`src/rtl/wdrc_pkg.sv`:
```
// Shared WDRC definitions: datapath widths and envelope follower state encoding.
package wdrc_pkg;

    localparam int unsigned WDRC_DATA_W = 24;
    localparam int unsigned WDRC_COEF_W = 8;
    localparam int unsigned WDRC_HOLD_W = 12;

    typedef enum logic [1:0] {
        ENV_ATTACK  = 2'b00,
        ENV_HOLD    = 2'b01,
        ENV_RELEASE = 2'b10
    } env_state_e;

endpackage

```
`src/rtl/wdrc_envelope_detector_if.sv`:
```
// Audio-in / envelope-out bundle between band filter, envelope detector and compressor.
interface wdrc_envelope_detector_if
    import wdrc_pkg::*;
#(
    parameter int unsigned DATA_W = WDRC_DATA_W
);

    logic              in_valid;
    logic [DATA_W-1:0] audio_in;
    logic [DATA_W-1:0] env_out;
    logic              env_valid;
    env_state_e        env_state;

    modport master (
        output in_valid,
        output audio_in,
        input  env_out,
        input  env_valid,
        input  env_state
    );

    modport slave (
        input  in_valid,
        input  audio_in,
        output env_out,
        output env_valid,
        output env_state
    );

endinterface

```
`src/rtl/wdrc_rectify.sv`:
```
// Full-wave rectifier: magnitude of a two's complement sample, most-negative code
// saturated to the largest positive magnitude so the result always fits DATA_W-1 bits.
module wdrc_rectify
    import wdrc_pkg::*;
#(
    parameter int unsigned DATA_W = WDRC_DATA_W
) (
    input  logic [DATA_W-1:0] sample_i,
    output logic [DATA_W-1:0] mag_o
);

    localparam logic [DATA_W-1:0] MOST_NEG = {1'b1, {(DATA_W-1){1'b0}}};
    localparam logic [DATA_W-1:0] MOST_POS = {1'b0, {(DATA_W-1){1'b1}}};

    // Absolute value with saturation of the single unrepresentable magnitude.
    always_comb begin
        mag_o = sample_i;
        if (sample_i == MOST_NEG) begin
            mag_o = MOST_POS;
        end else if (sample_i[DATA_W-1]) begin
            mag_o = (~sample_i) + DATA_W'(1);
        end
    end

endmodule

```
`src/rtl/wdrc_envelope_detector.sv`:
```
// Per-band envelope follower: rectified audio smoothed by attack/hold/release one-pole
// filtering, with an optionally decimated output strobe for the compressor band.
module wdrc_envelope_detector
    import wdrc_pkg::*;
#(
    parameter int unsigned DATA_W = WDRC_DATA_W,
    parameter int unsigned COEF_W = WDRC_COEF_W,
    parameter int unsigned HOLD_W = WDRC_HOLD_W,
    parameter int unsigned DECIM  = 1
) (
    input  logic                     clk,
    input  logic                     rst_n,
    input  logic                     enable,
    input  logic [COEF_W-1:0]        attack_coef,
    input  logic [COEF_W-1:0]        release_coef,
    input  logic [HOLD_W-1:0]        hold_samples,
    wdrc_envelope_detector_if.slave  bus
);

    localparam int unsigned PROD_W = DATA_W + COEF_W;
    localparam int unsigned DCNT_W = (DECIM > 1) ? $clog2(DECIM) : 1;

    logic              accept;
    logic [DATA_W-1:0] rect;
    logic              rising;
    logic [DATA_W-1:0] diff;
    logic [COEF_W-1:0] coef;
    logic [PROD_W-1:0] prod;
    logic [DATA_W-1:0] step;

    env_state_e        state_q, state_d;
    logic [DATA_W-1:0] env_q, env_d;
    logic [HOLD_W-1:0] hold_q, hold_d;
    logic [DCNT_W-1:0] decim_q, decim_d;
    logic              valid_q, valid_d;

    assign accept = bus.in_valid && enable;

    wdrc_rectify #(
        .DATA_W(DATA_W)
    ) u_rectify (
        .sample_i(bus.audio_in),
        .mag_o   (rect)
    );

    // Smoothing step toward the rectified sample; coef < 2^COEF_W keeps step <= diff,
    // so the envelope can never overshoot the target or wrap.
    always_comb begin
        rising = (rect >= env_q);
        diff   = rising ? (rect - env_q) : (env_q - rect);
        coef   = rising ? attack_coef : release_coef;
        prod   = PROD_W'(diff) * PROD_W'(coef);
        step   = DATA_W'(prod >> COEF_W);
        if ((coef != '0) && (diff != '0) && (step == '0)) begin
            step = DATA_W'(1);
        end
    end

    // Attack/hold/release decision and decimation count, evaluated per accepted sample.
    always_comb begin
        state_d = state_q;
        env_d   = env_q;
        hold_d  = hold_q;
        decim_d = decim_q;
        valid_d = 1'b0;
        if (accept) begin
            if (rising) begin
                state_d = ENV_ATTACK;
                env_d   = env_q + step;
                hold_d  = hold_samples;
            end else if (hold_q != '0) begin
                state_d = ENV_HOLD;
                hold_d  = hold_q - HOLD_W'(1);
            end else begin
                state_d = ENV_RELEASE;
                env_d   = env_q - step;
            end
            if (decim_q == DCNT_W'(DECIM - 1)) begin
                decim_d = '0;
                valid_d = 1'b1;
            end else begin
                decim_d = decim_q + DCNT_W'(1);
            end
        end
    end

    // State, envelope and strobe registers with asynchronous active-low reset.
    always_ff @(posedge clk or negedge rst_n) begin
        if (!rst_n) begin
            state_q <= ENV_RELEASE;
            env_q   <= '0;
            hold_q  <= '0;
            decim_q <= '0;
            valid_q <= 1'b0;
        end else begin
            state_q <= state_d;
            env_q   <= env_d;
            hold_q  <= hold_d;
            decim_q <= decim_d;
            valid_q <= valid_d;
        end
    end

    assign bus.env_out   = env_q;
    assign bus.env_valid = valid_q;
    assign bus.env_state = state_q;

endmodule

```
`src/flat_wrapper.sv`:
```
// flat-port wrapper written by rule: the top's interface ports become plain ports
module wdrc_envelope_detector_flat import wdrc_pkg::*;
#(
    parameter int unsigned DATA_W = WDRC_DATA_W,
    parameter int unsigned COEF_W = WDRC_COEF_W,
    parameter int unsigned HOLD_W = WDRC_HOLD_W,
    parameter int unsigned DECIM  = 1
)
  (clk, rst_n, enable, attack_coef, release_coef, hold_samples, bus_in_valid, bus_audio_in, bus_env_out, bus_env_valid, bus_env_state);
  wdrc_envelope_detector_if #(.DATA_W(DATA_W)) bus_i ();
  input  logic clk;
  input  logic rst_n;
  input  logic enable;
  input  logic [COEF_W-1:0] attack_coef;
  input  logic [COEF_W-1:0] release_coef;
  input  logic [HOLD_W-1:0] hold_samples;
  input wire logic [$bits(bus_i.in_valid)-1:0] bus_in_valid;
  input wire logic [$bits(bus_i.audio_in)-1:0] bus_audio_in;
  output wire logic [$bits(bus_i.env_out)-1:0] bus_env_out;
  output wire logic [$bits(bus_i.env_valid)-1:0] bus_env_valid;
  output wire logic [$bits(bus_i.env_state)-1:0] bus_env_state;
  assign bus_i.in_valid = bus_in_valid;
  assign bus_i.audio_in = bus_audio_in;
  assign bus_env_out = bus_i.env_out;
  assign bus_env_valid = bus_i.env_valid;
  assign bus_env_state = bus_i.env_state;
  wdrc_envelope_detector #(.DATA_W(DATA_W), .COEF_W(COEF_W), .HOLD_W(HOLD_W), .DECIM(DECIM)) u_core (.clk(clk), .rst_n(rst_n), .enable(enable), .attack_coef(attack_coef), .release_coef(release_coef), .hold_samples(hold_samples), .bus(bus_i));
endmodule
```
`config.mk`:
```
export PLATFORM = sky130hd
export DESIGN_NAME = wdrc_envelope_detector_flat
export DESIGN_NICKNAME = d
export VERILOG_FILES = /design/src/rtl/wdrc_pkg.sv /design/src/rtl/wdrc_envelope_detector_if.sv /design/src/rtl/wdrc_rectify.sv /design/src/rtl/wdrc_envelope_detector.sv /design/src/flat_wrapper.sv
export SDC_FILE = /design/constraint.sdc
export NUM_CORES = 1
export LEC_CHECK = 0
export BUFFER_PORTS_ARGS = -buffer_cell sky130_fd_sc_hd__buf_2
export CAP_MARGIN = 20
export CELL_PAD_IN_SITES_DETAIL_PLACEMENT = 1
export CELL_PAD_IN_SITES_GLOBAL_PLACEMENT = 2
export CORE_ASPECT_RATIO = 1.75
export CORE_MARGIN = 5
export CORE_UTILIZATION = 38
export CTS_CLUSTER_SIZE = 40
export DETAILED_ROUTE_END_ITERATION = 16
export PLACE_DENSITY_LB_ADDON = 0.2
export RECOVER_POWER = 50
export SLEW_MARGIN = 10
export SYNTH_ARGS = -nofsm -noshare
export SYNTH_HDL_FRONTEND = slang
export SYNTH_SLANG_ARGS = --single-unit
```
`constraint.sdc`:
```
create_clock -name clk -period 14.2 [get_ports clk]
set_input_delay 2.84 -clock clk [delete_from_list [all_inputs] [get_ports clk]]
set_output_delay 2.84 -clock clk [all_outputs]
set_load 0.02 [all_outputs]
```
==> results.cfg, run 1 <==
[status]
outcome = finished with violations
violations = max-capacitance violations, max-slew violations, negative setup slack

[min_path]
hp-class = flop to flop

[drt]
number_of_violations_reported_at_the_end_of_detailed_routing_iteration_0 = 443
vias_per_cell = 5.38
detail-route-antenna-nets = 0
detail_route.drc_violations = 0
wirelength_um = 53900
route.detailed.wl_per_inst_um = 19.9
vias = 14600
drt_pass1_iterations = 4

[synth]
synthFlopType = dfrtp_1
synth_seq_area_share_pct = 7.59
post_synth_instance_area_um2 = 12900
ys_warn_count = 0
synth_seq_cells = 39
synthesis.area_per_instance_um2 = 7.68
share_of_synthesized_flip_flops_with_an_asynchronous_set_or_reset_pct = 100
synth-edff-count = 0
postSynthCellCount = 1677
syn-num-nets = 1991
yosysUniqueCellTypes = 97

[place]
hpwl_um = 44000
placement.setup.worst_slack_ns = -2.35
place.gp.congestion = 0.894
placement.io_buffers = 82

[timing]
final_min_period_over_clock_period_pct = 110
setup_clock_skew_after_layout_ns = 0.00955
setup_ws_final_ns = -1.47
worst-slew-pin-transition_ns = 2.36
finalHoldViolCount = 0
clock.fmax_mhz = 63.8
period_minus_slack_ns = 15.67
timing.max_slew.rel_slack_pct = -57.6
rsz0062_at_grt = yes
final_max_slew_viol_count = 40
finalSetupViolCount = 17

[worst_setup_path]
worst_path_dominant_cell_family = simple AND/OR/NAND/NOR gates
worstReg2RegStart = u_core.bus.env_out[1]$_DFFE_PN0P_
crit_end = u_core.bus.env_out[22]$_DFFE_PN0P_
launching_element_type_of_the_critical_path = primary input
timing.critical_path.slowest_cell_delay_ns = 0.59
crit_cells = 64
worst_ep_required_time_ns = 14.38
reg2reg_to = u_core.bus.env_out[22]$_DFFE_PN0P_
critical_path.max_fanout = 7
slowest_stage = or4_4
ff2ff_setup_slack_ns = 2.63
setup.worst_path.start = bus_audio_in[4]
worstRegToRegCells = 51
worst_ep_arrival_time_ns = 15.85
endpoint_kind = flop
critical_path_class = primary input to flop
cp_num_buf_inv = 11

[grt]
global_route.overflow_total = 0
grt_first_pass_wirelength_um = 84400
grt_max_degree = 48
antenna_found_initial = 0
grt.total_usage_pct = 27.9
grt_pass1_vias = 16600

[clocking]
cts_root_buf = clkbuf_16
cts_inserted_buffers = 5
clk_transition_reported_paths_ns = 0.07
worst_skew_pair.late_latency_ns = 0.31
clock_tree.buffer_depth = 2
cts_tree = yes
cts.htree.levels = 2
holdBufCountCts = 0
clock_sink_count = 39

[floorplanning]
i_o_pin_total = 83
floorplan.die.width_um = 149
die-height_um = 254
fp-row-count = 89
floorplan.initialDensity_pct = 38.3
coreArea_um2 = 33600
die-area_um2 = 37800

[cells_and_area]
antenna_cells_inserted = 0
layout_cells_sized_above_1_pct = 42.0
layout.nets = 2565
nFillCells = 4074
synthToLayoutAreaGrowth_pct = 53.6

[flow_run]
maxCapViolCount = 1
## state kept, by name, indices dropped and copies added (netlist names)
register,count
u_core.bus.env_out,24
u_core.hold_q,12
u_core.bus.env_state,2
u_core.bus.env_valid,1
## per-stage QoR
step | util [%] | hold slack (ns) | cell area [µm²] | TNS, ns | cells
after CTS | 56.3 | 0.486 | 18900 | -13.31 | 2674
after global placement | 52.6 | 0.468 | 17700 | -27.91 | 2623
final | 58.8 | 0.479 | 19800 | -16.27 | 2707
after floorplan | - | 0.450 | 13400 | -4.07 | 1677
after global routing | 58.8 | 0.513 | 19800 | -23.46 | 2707
after detailed placement | 52.6 | 0.472 | 17700 | -31.58 | 2623
## metal layers
layer  GRT usage [%]  vias to the layer above  wire (µm)  part of all wire (%)
li1                -                     6821          -                     -
met1            29.3                     7349      19600                    36
met2            56.6                      258      30700                    57
met3            1.64                      143       1020                   1.9
met4            11.0                        0       2640                   4.9
met5               0                        -          0                     0
## cell usage in the layout (no fill, tap or decap), types with 25 or more instances in the layout
| cell type | n |
|---|---|
| o21ai_1 | 27 |
| nand3_1 | 25 |
| fa_1 | 130 |
| xnor2_1 | 33 |
| nand2b_1 | 41 |
| dfrtp_1 | 38 |
| nor3_1 | 26 |
| o21ai_0 | 57 |
| ha_1 | 92 |
| nand2_1 | 115 |
| xor2_1 | 39 |
| buf_6 | 27 |
| ha_4 | 28 |
| buf_4 | 524 |
| inv_1 | 179 |
| buf_2 | 76 |
| nor2_1 | 191 |
| a21oi_1 | 63 |
| a21o_1 | 30 |
## final cells by class
type	instances	area, µm²	area share (%)
timing repair buffer	642	4850	24.5
tap	455	569	2.88
sequential	39	977	4.94
inverter	195	734	3.71
multi-input combinational	1368	12500	63.2
clock inverter	2	12.5	0.0632
clock buffer	6	129	0.651
## repair_timing
action	4_1_cts	5_1_grt
pin swaps	81	92
setup endpoints to repair	21	22
buffers inserted	43	33
resized for setup	145	137
## cells in the mapped netlist (17+ instances only)
cell type	instances	area share [%]
nor2_1	218	6.4
inv_1	195	5.7
fa_1	134	21
nand2_1	131	3.8
ha_1	124	12
a21oi_1	91	3.5
o21ai_0	89	3.5
clkbuf_1	54	1.6
xnor2_1	46	3.1
nand2b_1	44	2.1
xor2_1	44	3.0
dfrtp_1	38	7.4
a21o_1	30	1.7
nand3_1	30	1.2
nor3_1	28	1.1
a211oi_1	20	1.2
o21a_1	18	1.0
or2_2	17	0.83
## worst min-delay path, stage by stage (launching register included)
cell,delay [ns]
dfrtp_1,0.34
nand2_1,0.05
o21ai_0,0.06
## cells by family after synthesis
logic type	count (synthesis)	synth area share (%)
and+or+nand+nor	597	22.7
AOI/OAI and AO/OA	402	20.9
buffers and inverters	270	8.06
adders and majority gates	258	32.9
xor gates and xnor gates	91	6.25
DFF	39	7.59
muxes	20	1.63
## how the worst min path moves through the flow
| stage | start | end | slack (ns) | cells after the start |
|---|---|---|---|---|
| global route | u_core.bus.env_state[0]$_DFFE_PN0P_ | u_core.bus.env_state[0]$_DFFE_PN0P_ | 0.51 | 1 |
| detailed placement | u_core.hold_q[9]$_DFFE_PN0P_ | u_core.hold_q[9]$_DFFE_PN0P_ | 0.47 | 2 |
| CTS | u_core.hold_q[9]$_DFFE_PN0P_ | u_core.hold_q[9]$_DFFE_PN0P_ | 0.49 | 2 |
| finish | u_core.hold_q[9]$_DFFE_PN0P_ | u_core.hold_q[9]$_DFFE_PN0P_ | 0.48 | 2 |
| global placement | u_core.hold_q[9]$_DFFE_PN0P_ | u_core.hold_q[9]$_DFFE_PN0P_ | 0.47 | 2 |
| floorplan | u_core.hold_q[9]$_DFFE_PN0P_ | u_core.hold_q[9]$_DFFE_PN0P_ | 0.45 | 2 |
Power of run 1 is not shown: default switching activity piles up to over one toggle a cycle in this logic, so the estimate is an artifact.
==> run 2, diff against run 1 <==
--- a/config.mk
+++ b/config.mk
@@ -9,7 +9,6 @@
 export CAP_MARGIN = 20
 export CELL_PAD_IN_SITES_DETAIL_PLACEMENT = 1
 export CELL_PAD_IN_SITES_GLOBAL_PLACEMENT = 2
-export CORE_ASPECT_RATIO = 1.75
 export CORE_MARGIN = 5
 export CORE_UTILIZATION = 38
 export CTS_CLUSTER_SIZE = 40
==> constraint.sdc (replaced) <==
create_clock -name clk -period 17.8 [get_ports clk]
set_input_delay 3.56 -clock clk [delete_from_list [all_inputs] [get_ports clk]]
set_output_delay 3.56 -clock clk [all_outputs]
set_load 0.02 [all_outputs]
==> run 2 against run 1 <==
The flow finishes with violations (max-capacitance violations, max-slew violations). Setup slack better by 2.2 ns. Utilization is 14 points lower. Non-clock buffer count is 449 lower. Global-route usage is 4.9 points lower. Via count is 15% lower. Clock skew is 0.0020 ns lower. Routed wire length is 16% lower. Critical path type unchanged. Critical endpoint is now u_core.bus.env_out[23]$_DFFE_PN0P_.
==> results.cfg, run 2 (same netlist as run 1, synthesis figures left out) <==
[status]
outcome = finished with violations
violations = max-capacitance violations, max-slew violations

[cells_and_area]
final_common_cell = nor2_1
layout_cells_sized_above_1_pct = 16.5
largest_register_ffs = 24
synthToLayoutAreaGrowth_pct = 16.1
layout.nets = 2117
antenna_cells_inserted = 0
most-common-layout-cells = 215 x nor2_1, 195 x inv_1, 133 x fa_1

[drt]
wirelength_um = 45100
detail_route.drc_violations = 0
route.detailed.wl_per_inst_um = 20.0
vias = 12400
number_of_violations_reported_at_the_end_of_detailed_routing_iteration_0 = 516
vias_per_cell = 5.49
detail-route-antenna-nets = 0
drt_pass1_iterations = 4

[timing]
clock.fmax_mhz = 58.7
setup_total_negative_slack_ns = 0
finalSetupViolCount = 0
final_min_period_over_clock_period_pct = 95.6
period_minus_slack_ns = 17.02
setup_clock_skew_after_layout_ns = 0.00758
worst-slew-pin-transition_ns = 1.95
hold_ws_ns = 0.493
timing.max_slew.rel_slack_pct = -30.2
finalHoldViolCount = 0
final_max_slew_viol_count = 33

[clocking]
cts_root_buf = clkbuf_16
worst_skew_pair.late_latency_ns = 0.29
cts.htree.levels = 2
clk_transition_reported_paths_ns = 0.07
cts_inserted_buffers = 5
clock_tree.buffer_depth = 2
holdBufCountCts = 0
clock_sink_count = 39
cts_tree = yes

[worst_setup_path]
endpoint_kind = flop
timing.critical_path.slowest_cell_delay_ns = 0.67
launching_element_type_of_the_critical_path = primary input
worst_ep_required_time_ns = 18.00
worst_ep_arrival_time_ns = 17.23
critical_path_class = primary input to flop
critical_path.max_fanout = 13
slowest_stage = or4b_2

[floorplanning]
floorplan.die.width_um = 194
floorplan.initialDensity_pct = 38.4
die-height_um = 194
fp-row-count = 67
die-area_um2 = 37700
coreArea_um2 = 33500
i_o_pin_total = 83

[grt]
grt_pass1_vias = 13200
global_route.overflow_total = 0
grt_max_degree = 48
grt_first_pass_wirelength_um = 71600
antenna_found_initial = 1
grt.total_usage_pct = 23.1

[place]
placement.io_buffers = 82
place.gp.congestion = 0.922
hpwl_um = 37700

[flow_run]
maxCapViolCount = 1

[min_path]
hp-class = flop to flop
[run 2: timing repair]
item	4_1_cts	5_1_grt
setup endpoints to repair	1	11
gates cloned	0	4
pin swaps	0	9
setup buffers	0	7
gates resized for setup	2	52
[run 2: worst paths after layout]
check,start,endpoint,slack [ns],depth (start not counted)
worst max-delay path,bus_audio_in[2],u_core.bus.env_out[23]$_DFFE_PN0P_,0.78,58
worst min-delay path,u_core.bus.env_state[0]$_DFFE_PN0P_,u_core.bus.env_state[0]$_DFFE_PN0P_,0.49,1
worst max register to register,u_core.bus.env_out[3]$_DFFE_PN0P_,u_core.bus.env_out[23]$_DFFE_PN0P_,5.64,48
worst min register to register,u_core.bus.env_state[0]$_DFFE_PN0P_,u_core.bus.env_state[0]$_DFFE_PN0P_,0.49,1
max in group asynchronous,rst_n,u_core.bus.env_out[4]$_DFFE_PN0P_,12.42,2
min in group asynchronous,rst_n,u_core.hold_q[0]$_DFFE_PN0P_,3.20,1
[run 2: layout make-up]
cell class	count	area, µm²
multi-input cells	1369	11100
flip-flops and latches	39	977
inverters	195	732
clock buffers	6	139
well taps	448	561
fillers	4213	18600
repair buffers	193	1370
clock inverters	2	38.8
[run 2: through the flow]
step | instance area, µm² | utilization [%] | setup WS (ns) | std cells
2_1_floorplan | 12900 | - | 0.920 | 1677
3_3_place_gp | 14400 | 42.9 | 0.0618 | 2231
3_5_place_dp | 14400 | 42.9 | -0.281 | 2231
4_1_cts | 14600 | 43.4 | 0.119 | 2239
5_1_grt | 15000 | 44.6 | -0.00220 | 2252
6_report | 15000 | 44.6 | 0.775 | 2252
[run 2: worst max-delay path: cells and delay by family]
| family | cells | cell delay [ns] |
|---|---|---|
| compound gates | 25 | 4.83 |
| buf+inv | 7 | 0.80 |
| fa+ha+maj | 8 | 3.30 |
| mux | 1 | 0.19 |
| xor+xnor | 2 | 0.31 |
| simple gates | 15 | 4.22 |
[run 2: routing by layer]
metal	track usage (%)	wire (µm)
met5	0	0
met4	5.10	989
met3	2.03	1380
met2	40.1	22100
met1	31.4	20600
Power of run 2 is left out for the same reason.
==> run 3, diff against run 2 <==
--- a/config.mk
+++ b/config.mk
@@ -8,9 +8,9 @@
 export BUFFER_PORTS_ARGS = -buffer_cell sky130_fd_sc_hd__buf_2
 export CAP_MARGIN = 20
 export CELL_PAD_IN_SITES_DETAIL_PLACEMENT = 1
-export CELL_PAD_IN_SITES_GLOBAL_PLACEMENT = 2
+export CELL_PAD_IN_SITES_GLOBAL_PLACEMENT = 1
 export CORE_MARGIN = 5
-export CORE_UTILIZATION = 38
+export CORE_UTILIZATION = 48
 export CTS_CLUSTER_SIZE = 40
 export DETAILED_ROUTE_END_ITERATION = 16
 export PLACE_DENSITY_LB_ADDON = 0.2
==> run 3 against run 2 <==
The run still ends with max-capacitance violations, max-slew violations left. Via count rose by 3.5%. Final cell count fell by 3.0%. Final area rose by 0.54%. Non-clock buffer count rose by 39. Count of clock-buffer cells in the layout did not move. Clock skew rose by 0.0013 ns. Critical path depth rose by 4.
==> results.cfg, run 3 (same netlist as run 1, synthesis figures left out) <==
[status]
outcome = finished with violations
violations = max-capacitance violations, max-slew violations

[clocking]
cts_tree = yes
cts.htree.levels = 2
cts_root_buf = clkbuf_16
holdBufCountCts = 0
clock_sink_count = 39
cts_inserted_buffers = 5
worst_skew_pair.late_latency_ns = 0.30
clock_tree.buffer_depth = 2
clk_transition_reported_paths_ns = 0.07

[flow_run]
maxCapViolCount = 1

[timing]
final_max_slew_viol_count = 32
period_minus_slack_ns = 17.22
clock.fmax_mhz = 58.1
final_min_period_over_clock_period_pct = 96.7
finalHoldViolCount = 0
timing.max_slew.rel_slack_pct = -29.4
setup_ws_final_ns = 0.581
worst-slew-pin-transition_ns = 1.94
setup_clock_skew_after_layout_ns = 0.00889
finalSetupViolCount = 0

[grt]
grtUsageMet2_pct = 51.7
grt_pass1_vias = 13800
grt_use_met1_pct = 36.9
grt_max_degree = 48
global_route.overflow_total = 0
antenna_found_initial = 0
grt.total_usage_pct = 28.9
grt_first_pass_wirelength_um = 72100
global_routing_met3_resource_utilization_pct = 2.66
top_usage_layer = met2

[worst_setup_path]
critical_path.max_fanout = 11
endpoint_kind = flop
worst_ep_arrival_time_ns = 17.44
slowest_stage = fa_1
critical_path_class = primary input to flop
worst_ep_required_time_ns = 18.02
launching_element_type_of_the_critical_path = primary input
cpMostUsedCell = fa_1
timing.critical_path.slowest_cell_delay_ns = 0.51

[floorplanning]
floorplan.initialDensity_pct = 48.3
coreArea_um2 = 26700
fp-row-count = 60
die-area_um2 = 30200
i_o_pin_total = 83
floorplan.die.width_um = 174
die-height_um = 174

[drt]
number_of_violations_reported_at_the_end_of_detailed_routing_iteration_0 = 803
detail-route-antenna-nets = 0
detail_route.drc_violations = 0
route.detailed.wl_per_inst_um = 20.6
vias_per_cell = 5.86
drt_pass1_iterations = 5
vias = 12800
wirelength_um = 45000

[place]
hpwl_um = 37100
placement.setup.worst_slack_ns = -0.399
place.gp.congestion = 0.950
placement.io_buffers = 82
placedCellCount = 2161

[cells_and_area]
multi_input_area_um2 = 11200
fin_util_pct = 56.4
largest_register_ffs = 24
layout_cells_sized_above_1_pct = 18.7
final_common_cell = nor2_1
nFillCells = 3374
antenna_cells_inserted = 0
finish.cell_count_without_fillers = 2184
most-common-layout-cells = 215 x nor2_1, 195 x inv_1, 140 x buf_4
ff_latch_area_um2 = 977
synthToLayoutAreaGrowth_pct = 16.7
layout.nets = 2156

[min_path]
hp-class = flop to flop
-- run 3: changes by cell type in the layout (fill, tap and decap cells not counted), moves of 2 or more --
cell and delta:
buf_4 +43, buf_12 -4, clkbuf_16 -3, xnor2_1 -3, a31oi_1 +2, a31oi_2 -2
buf_2 +2, buf_6 +2, o21ai_0 -2, or4_1 -2, or4_4 +2, xnor2_2 +2
xor2_1 -2
-- run 3: path summary, 6_finish.rpt --
kind	end	startpoint	depth (start not counted)	slack (ns)
setup / recovery	u_core.bus.env_out[23]$_DFFE_PN0P_	bus_audio_in[2]	62	0.58
hold / removal	u_core.bus.env_out[23]$_DFFE_PN0P_	u_core.bus.env_out[23]$_DFFE_PN0P_	1	0.51
setup reg to reg	u_core.bus.env_out[23]$_DFFE_PN0P_	u_core.bus.env_out[3]$_DFFE_PN0P_	49	5.70
hold reg to reg	u_core.bus.env_out[23]$_DFFE_PN0P_	u_core.bus.env_out[23]$_DFFE_PN0P_	1	0.51
max in group asynchronous	u_core.bus.env_out[7]$_DFFE_PN0P_	rst_n	2	12.23
min in group asynchronous	u_core.hold_q[0]$_DFFE_PN0P_	rst_n	1	3.30
-- run 3: layer usage --
metal	up-vias	wire, µm
met2	278	22500
met3	89	1470
met4	0	1690
li1	6015	-
met5	-	0
met1	6419	19300
-- run 3: through the flow --
step / instance area [µm²] / hold slack [ns] / TNS [ns]
3_3_place_gp: 14500 / 0.468 / 0
3_5_place_dp: 14500 / 0.502 / -0.657
4_1_cts: 14700 / 0.513 / 0
6_report: 15000 / 0.509 / 0
5_1_grt: 15000 / 0.534 / -0.135
2_1_floorplan: 12900 / 0.450 / 0
-- run 3: repair_timing --
action                     4_1_cts  5_1_grt
setup endpoints to repair        1       12
buffers inserted                 0       12
pin swaps                        0       14
gates resized for setup          5       64
cloned                           0        2
hold endpoints to repair         0        0
-- run 3: final cells by class --
class                      count  area share [%]
clock buffer                   6           0.924
clock inverter                 2          0.0916
inverter                     195            4.87
multi-input combinational   1369            74.4
sequential                    39            6.50
tap                          341            2.84
timing repair buffer         232            10.4
-- run 3: worst max-delay path: cells and delay by family --
kind / cells / cell delay (ns)
muxes: 1 / 0.18
xor gates and xnor gates: 3 / 0.52
buffers and inverters: 8 / 0.83
AOI/OAI and AO/OA: 22 / 4.51
and+or+nand+nor: 19 / 4.36
adders and majority gates: 9 / 3.44
Power of run 3 is left out for the same reason.
